<file path="config.mk">
export PLATFORM = sky130hd
export DESIGN_NAME = id_ex_ctl_stage
export DESIGN_NICKNAME = d
export VERILOG_FILES = /design/src/rtl/id_ex_ctl_stage.sv
export SDC_FILE = /design/constraint.sdc
export NUM_CORES = 1
export LEC_CHECK = 0
export CAP_MARGIN = 20
export CORE_UTILIZATION = 36
export CTS_CLUSTER_DIAMETER = 80
export DETAILED_ROUTE_END_ITERATION = 10
export GPL_ROUTABILITY_DRIVEN = 1
export PLACE_DENSITY = 0.87
export SYNTH_ARGS = -nofsm -noshare
export SYNTH_HDL_FRONTEND = slang
export SYNTH_SLANG_ARGS = --single-unit
</file>
<file path="constraint.sdc">
create_clock -name i_clk -period 2.7 [get_ports i_clk]
set_input_delay 0.675 -clock i_clk [delete_from_list [all_inputs] [get_ports i_clk]]
set_output_delay 0.675 -clock i_clk [all_outputs]
set_load 0.005 [all_outputs]
</file>
<file path="src/rtl/id_ex_ctl_stage.sv">
// rtl/id_ex_ctl_stage.sv - ID/EX control pipeline register with load-use bubble insertion
// Optional bubble counter enabled by defining ID_EX_BUBBLE_CNT_EN.
module id_ex_ctl_stage #(
  parameter int REG_ADDR_W = 5,
  parameter int CNT_W      = 16
) (
  input  logic                  i_clk,
  input  logic                  i_rst_n,
  input  logic                  i_valid,
  input  logic [1:0]            i_result_src,
  input  logic                  i_branch,
  input  logic                  i_jmp,
  input  logic                  i_mem_write,
  input  logic                  i_reg_write,
  input  logic [2:0]            i_alu_ctl,
  input  logic                  i_alu_src_opb,
  input  logic [1:0]            i_alu_src_opa,
  input  logic [REG_ADDR_W-1:0] i_rs1,
  input  logic [REG_ADDR_W-1:0] i_rs2,
  input  logic [REG_ADDR_W-1:0] i_rd,
  input  logic                  i_stall,
  input  logic                  i_flush,
  output logic                  o_valid,
  output logic [1:0]            o_result_src,
  output logic                  o_branch,
  output logic                  o_jmp,
  output logic                  o_mem_write,
  output logic                  o_reg_write,
  output logic [2:0]            o_alu_ctl,
  output logic                  o_alu_src_opb,
  output logic [1:0]            o_alu_src_opa,
  output logic [REG_ADDR_W-1:0] o_rd,
  output logic                  o_load_use,
  output logic [CNT_W-1:0]      o_bubble_cnt
);

  logic                  valid_q, valid_d;
  logic [1:0]            result_src_q, result_src_d;
  logic                  branch_q, branch_d;
  logic                  jmp_q, jmp_d;
  logic                  mem_write_q, mem_write_d;
  logic                  reg_write_q, reg_write_d;
  logic [2:0]            alu_ctl_q, alu_ctl_d;
  logic                  alu_src_opb_q, alu_src_opb_d;
  logic [1:0]            alu_src_opa_q, alu_src_opa_d;
  logic [REG_ADDR_W-1:0] rd_q, rd_d;

  logic held_load;
  logic load_use;
  logic bubble;

  // Registers clear asynchronously, so the hazard flag is 0 during reset too.
  assign held_load = valid_q && reg_write_q && (result_src_q == 2'b01);
  assign load_use  = held_load && (rd_q != '0) && i_valid &&
                     ((rd_q == i_rs1) || (rd_q == i_rs2));
  assign bubble    = i_flush || (!i_stall && load_use);

  always_comb begin
    valid_d       = valid_q;
    result_src_d  = result_src_q;
    branch_d      = branch_q;
    jmp_d         = jmp_q;
    mem_write_d   = mem_write_q;
    reg_write_d   = reg_write_q;
    alu_ctl_d     = alu_ctl_q;
    alu_src_opb_d = alu_src_opb_q;
    alu_src_opa_d = alu_src_opa_q;
    rd_d          = rd_q;
    if (bubble) begin
      valid_d       = 1'b0;
      result_src_d  = '0;
      branch_d      = 1'b0;
      jmp_d         = 1'b0;
      mem_write_d   = 1'b0;
      reg_write_d   = 1'b0;
      alu_ctl_d     = '0;
      alu_src_opb_d = 1'b0;
      alu_src_opa_d = '0;
      rd_d          = '0;
    end else if (!i_stall) begin
      // Invalid slots pass through but are stripped of architectural side effects.
      valid_d       = i_valid;
      result_src_d  = i_result_src;
      branch_d      = i_valid && i_branch;
      jmp_d         = i_valid && i_jmp;
      mem_write_d   = i_valid && i_mem_write;
      reg_write_d   = i_valid && i_reg_write;
      alu_ctl_d     = i_alu_ctl;
      alu_src_opb_d = i_alu_src_opb;
      alu_src_opa_d = i_alu_src_opa;
      rd_d          = i_rd;
    end
  end

  always_ff @(posedge i_clk or negedge i_rst_n) begin
    if (!i_rst_n) begin
      valid_q       <= 1'b0;
      result_src_q  <= '0;
      branch_q      <= 1'b0;
      jmp_q         <= 1'b0;
      mem_write_q   <= 1'b0;
      reg_write_q   <= 1'b0;
      alu_ctl_q     <= '0;
      alu_src_opb_q <= 1'b0;
      alu_src_opa_q <= '0;
      rd_q          <= '0;
    end else begin
      valid_q       <= valid_d;
      result_src_q  <= result_src_d;
      branch_q      <= branch_d;
      jmp_q         <= jmp_d;
      mem_write_q   <= mem_write_d;
      reg_write_q   <= reg_write_d;
      alu_ctl_q     <= alu_ctl_d;
      alu_src_opb_q <= alu_src_opb_d;
      alu_src_opa_q <= alu_src_opa_d;
      rd_q          <= rd_d;
    end
  end

`ifdef ID_EX_BUBBLE_CNT_EN
  logic [CNT_W-1:0] bubble_cnt_q, bubble_cnt_d;

  always_comb begin
    bubble_cnt_d = bubble_cnt_q;
    if (bubble && (bubble_cnt_q != {CNT_W{1'b1}})) begin
      bubble_cnt_d = bubble_cnt_q + 1'b1;
    end
  end

  always_ff @(posedge i_clk or negedge i_rst_n) begin
    if (!i_rst_n) begin
      bubble_cnt_q <= '0;
    end else begin
      bubble_cnt_q <= bubble_cnt_d;
    end
  end

  assign o_bubble_cnt = bubble_cnt_q;
`else
  assign o_bubble_cnt = '0;
`endif

  assign o_valid       = valid_q;
  assign o_result_src  = result_src_q;
  assign o_branch      = branch_q;
  assign o_jmp         = jmp_q;
  assign o_mem_write   = mem_write_q;
  assign o_reg_write   = reg_write_q;
  assign o_alu_ctl     = alu_ctl_q;
  assign o_alu_src_opb = alu_src_opb_q;
  assign o_alu_src_opa = alu_src_opa_q;
  assign o_rd          = rd_q;
  assign o_load_use    = load_use;

endmodule

</file>
==> metrics.txt, run 1 <==
Netlist cell types 21; top cells by area, synth dfrtp_1, buf_4, o22ai_2; grt total ovfl 0; Post-Synth Adder-Cell Area 0; minimum clock period between 2000 and 3000 ps; Worst Path Required 2030 ps; status finished clean; WL/cell about 14 um; RR Startpoint o_rd[4]$_DFFE_PN0P_; post-synthesis mux area share 0; initial antenna violation count 0; commonest non-fill, non-tap cell in the layout clkdlybuf4s50_1; cells along the critical path clkdlybuf4s50_1 > nand4_1 > or4_4 > clkinv_4 > buf_6; min-delay src o_branch$_DFFE_PN0P_; Crit Path Max Fanout 2; Synth-to-Final Area Change 48.5%; Compound-Gate Fraction of Synth Area 0.186; kind of critical path in2out; IO Port Bufs 50; FMAX 0.381 GHz; Hold-fix buffers, CTS 0; Detail Route Antenna Nets 0; unrepaired setup endpoints after global routing no; Ys Warns 0; synthesized area per cell ~10 um2; area leader, netlist dfrtp_1; CP bufs+invs 3; Max clock buf depth 2; CP Launch Point i_valid; Placer Congestion about 0.75; Seq cells post-synth 18; max-slew violations 0; total CTS buffers 3; WP data arrival 1950 ps; relative slew slack 0.438; setup tns final 0 ps; Synth Area in XOR/XNOR 0.0824; simple-gate share of the synthesized area 0.147; layout net count 190; routed wire length ~2.6 mm; Worst Setup End Kind output port; final hold vios 0; Max Cap Viol 0; first-pass GRT wire length 4.18 mm; Clock Sinks 18; row count 19; Initial DRT Pass Iterations 4; r2r setup slk 720 ps; Synth Cell Area 1060 um2; main combinational cell family by area after synthesis compound AO/OA/AOI/OAI gates; Tot Pwr 564 uW; Die Width 56.4 um; Critical Path Start Type input pin; Top delay family on crit path simple AND/OR/NAND/NOR gates; measured slew at the worst slew-check pin 840 ps; Vias roughly 940; PwrDens around 360 nW/um2; maximum VDD drop roughly 0.33 mV; initial core utilization 0.382; Detail Placement HPWL 2.05 mm; DRC viols 0; most frequent cells in the layout clkdlybuf4s50_1, dfrtp_1, conb_1; Root Buffer Master clkbuf_4; clock slew seen by the registers of the worst setup and hold paths 90 ps; Leakage 0.706 nW; CTS tree done; storage element area ~450 um2; Core Area 2780 um2; post-synth top area share 0.424; Die ar. 3180 um2; DR vias/cell 5.01; fill count 254; share of cells above drive strength 1 0.154; IO Count between 60 and 70; CTS H-Tree Depth 1; total track usage 0.167; largest net degree at the start of global routing 19; worst skew pair latency 280 ps; sequential fraction of the synthesis area 0.424; multi-input logic area approximately 500 um2; period utilization 0.973; number of global-route vias before repair 986; final setup vio count 0; Iteration-0 DRC Markers 10; Worst path max stage delay about 550 ps; number of antenna diodes 0; die height 56.4 um; Tightest Hold Check Type reg2reg; Crit-path slowest cell or4_4; Syn Inst Count 102; Worst Clk Skew roughly 0.76 ps
[per-layer routing]
layer / vias to the layer above / routed length (um) / global-route usage / share of wire
met5: - / 0 / 0 / 0
met2: 46 / 1320 / 0.316 / 0.51
li1: 433 / - / - / -
met1: 457 / 1070 / 0.185 / 0.41
met4: 0 / 0 / 0.0418 / 0
met3: 0 / 196 / 0.0392 / 0.076
[worst paths after layout]
| check | endpoint | cells past startpoint |
|---|---|---|
| setup / recovery | o_load_use | 5 |
| max in group asynchronous | o_rd[2]$_DFFE_PN0P_ | 1 |
| hold reg to reg | o_branch$_DFFE_PN0P_ | 2 |
| setup reg to reg | o_mem_write$_DFFE_PN0P_ | 8 |
| hold / removal | o_branch$_DFFE_PN0P_ | 2 |
| min in group asynchronous | o_alu_src_opa[0]$_DFFE_PN0P_ | 1 |
[what timing repair did]
item / CTS / global route
setup endpoints to repair: 1 / 1
resized for setup: 20 / 0
pin swaps: 6 / 1
setup buffers: 1 / 0
[power breakdown]
| group | switching, mW | internal [mW] |
|---|---|---|
| Clock | 0.0755 | 0.0518 |
| Sequential | 0.0124 | 0.283 |
| Combinational | 0.0553 | 0.0861 |
| Total | 0.143 | 0.421 |
[metrics by stage]
step,util,hold slack [ps],setup WS [ps],cell area [um2],instances
final,0.568,492,72.7,1580,187
after CTS,0.568,499,11.3,1580,187
after detailed placement,0.557,477,-666,1550,183
after global placement,0.557,465,-655,1550,183
after global routing,0.568,519,21.6,1580,187
after floorplan,-,379,127,1120,117
[cell type report]
| class | count | area share |
|---|---|---|
| Sequential cell | 18 | 0.285 |
| Multi-Input combinational cell | 76 | 0.320 |
| Tap cell | 31 | 0.0246 |
| Clock buffer | 3 | 0.0143 |
| Inverter | 1 | 0.00555 |
| Timing Repair Buffer | 58 | 0.350 |
[cells by family after synthesis]
family | after synthesis
buffers and inverters | 23
flip-flops | 18
other | 1
XOR/XNOR | 10
AO/OA/AOI/OAI | 19
AND/OR/NAND/NOR | 31
[Yosys cell counts]
library cell / count
clkinv_2: 1
xor2_1: 10
nand3b_1: 4
o21ai_2: 2
o21ai_0: 1
conb_1: 1
buf_4: 17
a32o_1: 8
o22ai_2: 7
nand4_1: 1
nor2_1: 4
dfrtp_1: 18
nand2_1: 15
buf_12: 1
nor3_2: 1
or4_1: 2
nor3_1: 1
nand2b_1: 1
clkbuf_1: 4
a22oi_1: 1
nor2b_1: 2
[worst register-to-register path: cells and delay by family (launching register included)]
kind	cells	cell delay (ps)
and+or+nand+nor	2	650
buffers and inverters	3	350
AOI/OAI and AO/OA	2	230
xor gates and xnor gates	1	200
DFF	1	460
[sequential cells by signal (all words and copies together) (netlist names)]
name / count
o_alu_src_opa: 2
o_branch: 1
o_reg_write: 1
o_alu_src_opb: 1
o_result_src: 2
o_jmp: 1
o_mem_write: 1
o_valid: 1
o_rd: 5
o_alu_ctl: 3
No activity file was read; power rests on OpenSTA's default activity.
==> run 2, diff against run 1 <==
--- a/config.mk
+++ b/config.mk
@@ -10,7 +10,9 @@
 export CTS_CLUSTER_DIAMETER = 80
 export DETAILED_ROUTE_END_ITERATION = 10
 export GPL_ROUTABILITY_DRIVEN = 1
+export MAX_ROUTING_LAYER = met4
 export PLACE_DENSITY = 0.87
 export SYNTH_ARGS = -nofsm -noshare
 export SYNTH_HDL_FRONTEND = slang
 export SYNTH_SLANG_ARGS = --single-unit
+export TNS_END_PERCENT = 30
==> run 2 against run 1 <==
Clock-buffer cell count stayed put; largest cell class unchanged; critical path type unchanged; routed wire length hardly changed; largest power group unchanged; worst hold slack stayed put; via count is 0.11% higher; design area stayed put; clock skew hardly changed.
==> metrics.txt, run 2 (synthesis results as in run 1) <==
status finished clean; commonest non-fill, non-tap cell in the layout clkdlybuf4s50_1; clock group share of total power 0.226 (about the same); first-pass GRT wire length 4.18 mm (unchanged); Top delay family on crit path simple AND/OR/NAND/NOR gates; WL/cell 13.8 um (about the same); Final Cell Area 1580 um2 (unchanged); clock slew seen by the registers of the worst setup and hold paths 90 ps (about the same); Reg-to-Reg End o_mem_write$_DFFE_PN0P_; share of cells above drive strength 1 0.154 (unchanged); Detail Placement HPWL 2.05 mm (unchanged); r2r setup slk 710 ps (about the same); layout net count 190 (unchanged); Worst Setup End Kind output port; Hold-fix buffers, CTS 0 (unchanged); Combinational Power Share 0.250 (about the same); most frequent cells in the layout clkdlybuf4s50_1, dfrtp_1, conb_1; DR vias/cell 5.01 (+0.11%); dpl cell area 1550 um2 (unchanged); largest net degree at the start of global routing 19 (unchanged); cells along the critical path clkdlybuf4s50_1 > nand4_1 > or4_4 > clkinv_4 > buf_6; Root Buffer Master clkbuf_4; Worst path max stage delay 550 ps (about the same); met1 Track Usage GR 0.194 (+0.00882); Iteration-0 DRC Markers 13 (+3); Core Area 2780 um2 (unchanged); Leakage 0.706 nW (unchanged); Int Pwr 421 uW (about the same); final setup vio count 0 (unchanged); Detail Route Antenna Nets 0 (unchanged); DRC viols 0 (unchanged); Worst Clk Skew 0.926 ps (+0.171 ps); measured slew at the worst slew-check pin 840 ps (+0.461 ps); IO Port Bufs 50 (unchanged); maximum VDD drop 0.328 mV (+0.56%); Critical Path Start Type input pin; met3 Resource Use GR 0.0253 (-0.0138); Sw Share 0.255 (+0.000852); Crit-path slowest cell or4_4; Crit Path Max Fanout 2 (unchanged); CP bufs+invs 3 (unchanged); Max Cap Viol 0 (unchanged); max-slew violations 0 (unchanged); kind of critical path in2out; total track usage 0.171 (+0.00469); Worst Path Required 2030 ps (about the same); number of antenna diodes 0 (unchanged); worst skew pair latency 280 ps (about the same); IO Count 67 (unchanged); RR Startpoint o_rd[4]$_DFFE_PN0P_; row count 19 (unchanged); max reg flops 5 (unchanged); relative slew slack 0.438 (about the same); WP data arrival 1950 ps (about the same); Hold Crit Endpoint o_branch$_DFFE_PN0P_; hold path cells 2 (unchanged); Clock Sinks 18 (unchanged); FMAX 0.381 GHz (unchanged); routing usage on met2 0.316 (unchanged); Tightest Hold Check Type reg2reg; Synth-to-Final Area Change 48.5% (unchanged); number of global-route vias before repair 988 (+0.20%); CTS H-Tree Depth 1 (unchanged); initial antenna violation count 0 (unchanged); Max clock buf depth 2 (unchanged); net switching power 144 uW (+0.45%); total CTS buffers 3 (unchanged); setup tns final 0 ps (unchanged); routed wire length 2.58 mm (about the same); Initial DRT Pass Iterations 4 (unchanged); unrepaired setup endpoints after global routing no; min-delay src o_branch$_DFFE_PN0P_; Placer Congestion 0.759 (+1.3%); Die ar. 3180 um2 (unchanged); cells on worst reg2reg path 8 (unchanged); PwrDens 358 nW/um2 (+0.12%); Sequential Power Share 0.523 (about the same); die height 56.4 um (unchanged); Die Width 56.4 um (unchanged); Tot Pwr 565 uW (+0.12%); minimum clock period 2630 ps (+0.00140 ps); CTS tree done; period utilization 0.973 (about the same); Vias 937 (+0.11%); initial core utilization 0.382 (unchanged); final hold vios 0 (unchanged); layer with the highest usage met2; grt total ovfl 0 (unchanged)
[run 2: cell counts in the layout (fill, tap and decap cells not counted)]
Identical to the previous run, type by type.
[run 2: power by group through the flow]
stage / clock network [mW] / registers [mW] / logic, mW
floorplan: 0 / 0.301 / 0.0665
global placement: 0 / 0.300 / 0.142
detailed placement: 0 / 0.301 / 0.147
CTS: 0.135 / 0.296 / 0.143
global route: 0.142 / 0.298 / 0.154
finish: 0.128 / 0.296 / 0.141
[run 2: metrics by stage]
stage | util | worst slack [ps] | std cells | hold WS, ps
after global placement | 0.557 | -655 | 183 | 465
after floorplan | - | 127 | 117 | 379
after detailed placement | 0.557 | -666 | 183 | 477
after global routing | 0.568 | 21.6 | 187 | 519
after CTS | 0.568 | 11.3 | 187 | 499
final | 0.568 | 72.7 | 187 | 492
[run 2: repair_timing]
| action | 4_1_cts | 5_1_grt |
|---|---|---|
| setup endpoints to repair | 1 | 1 |
| pin swaps | 6 | 1 |
| resized for setup | 20 | 0 |
| setup buffers | 1 | 0 |
[run 2: routing by layer]
metal	vias up	routed length, um	share of wire
li1	433	-	-
met1	460	1100	0.43
met2	44	1320	0.51
met3	0	161	0.062
met4	0	0	0
met5	-	0	0
[run 2: area by class of cell]
class / instances / area, um2
multi-input combinational: 76 / 505
sequential: 18 / 450
clock buffer: 3 / 22.5
fill: 254 / 1200
inverter: 1 / 8.76
timing repair buffer: 58 / 553
tap: 31 / 38.8
[run 2: how the worst max path moves through the flow]
stage	start	to	slack, ps	cells past startpoint
2_1_floorplan	i_rs1[2]	o_load_use	130	7
3_3_place_gp	i_rs1[2]	o_load_use	-660	7
3_5_place_dp	i_rs1[2]	o_load_use	-670	7
4_1_cts	i_rs2[0]	o_load_use	10	7
5_1_grt	i_rs2[0]	o_load_use	20	7
6_report	i_valid	o_load_use	70	5
[run 2: tightest hold or removal path, cell delays in order, from the launching register on]
cell     delay [ps]
dfrtp_1         360
nand2_1          60
o21ai_2          50
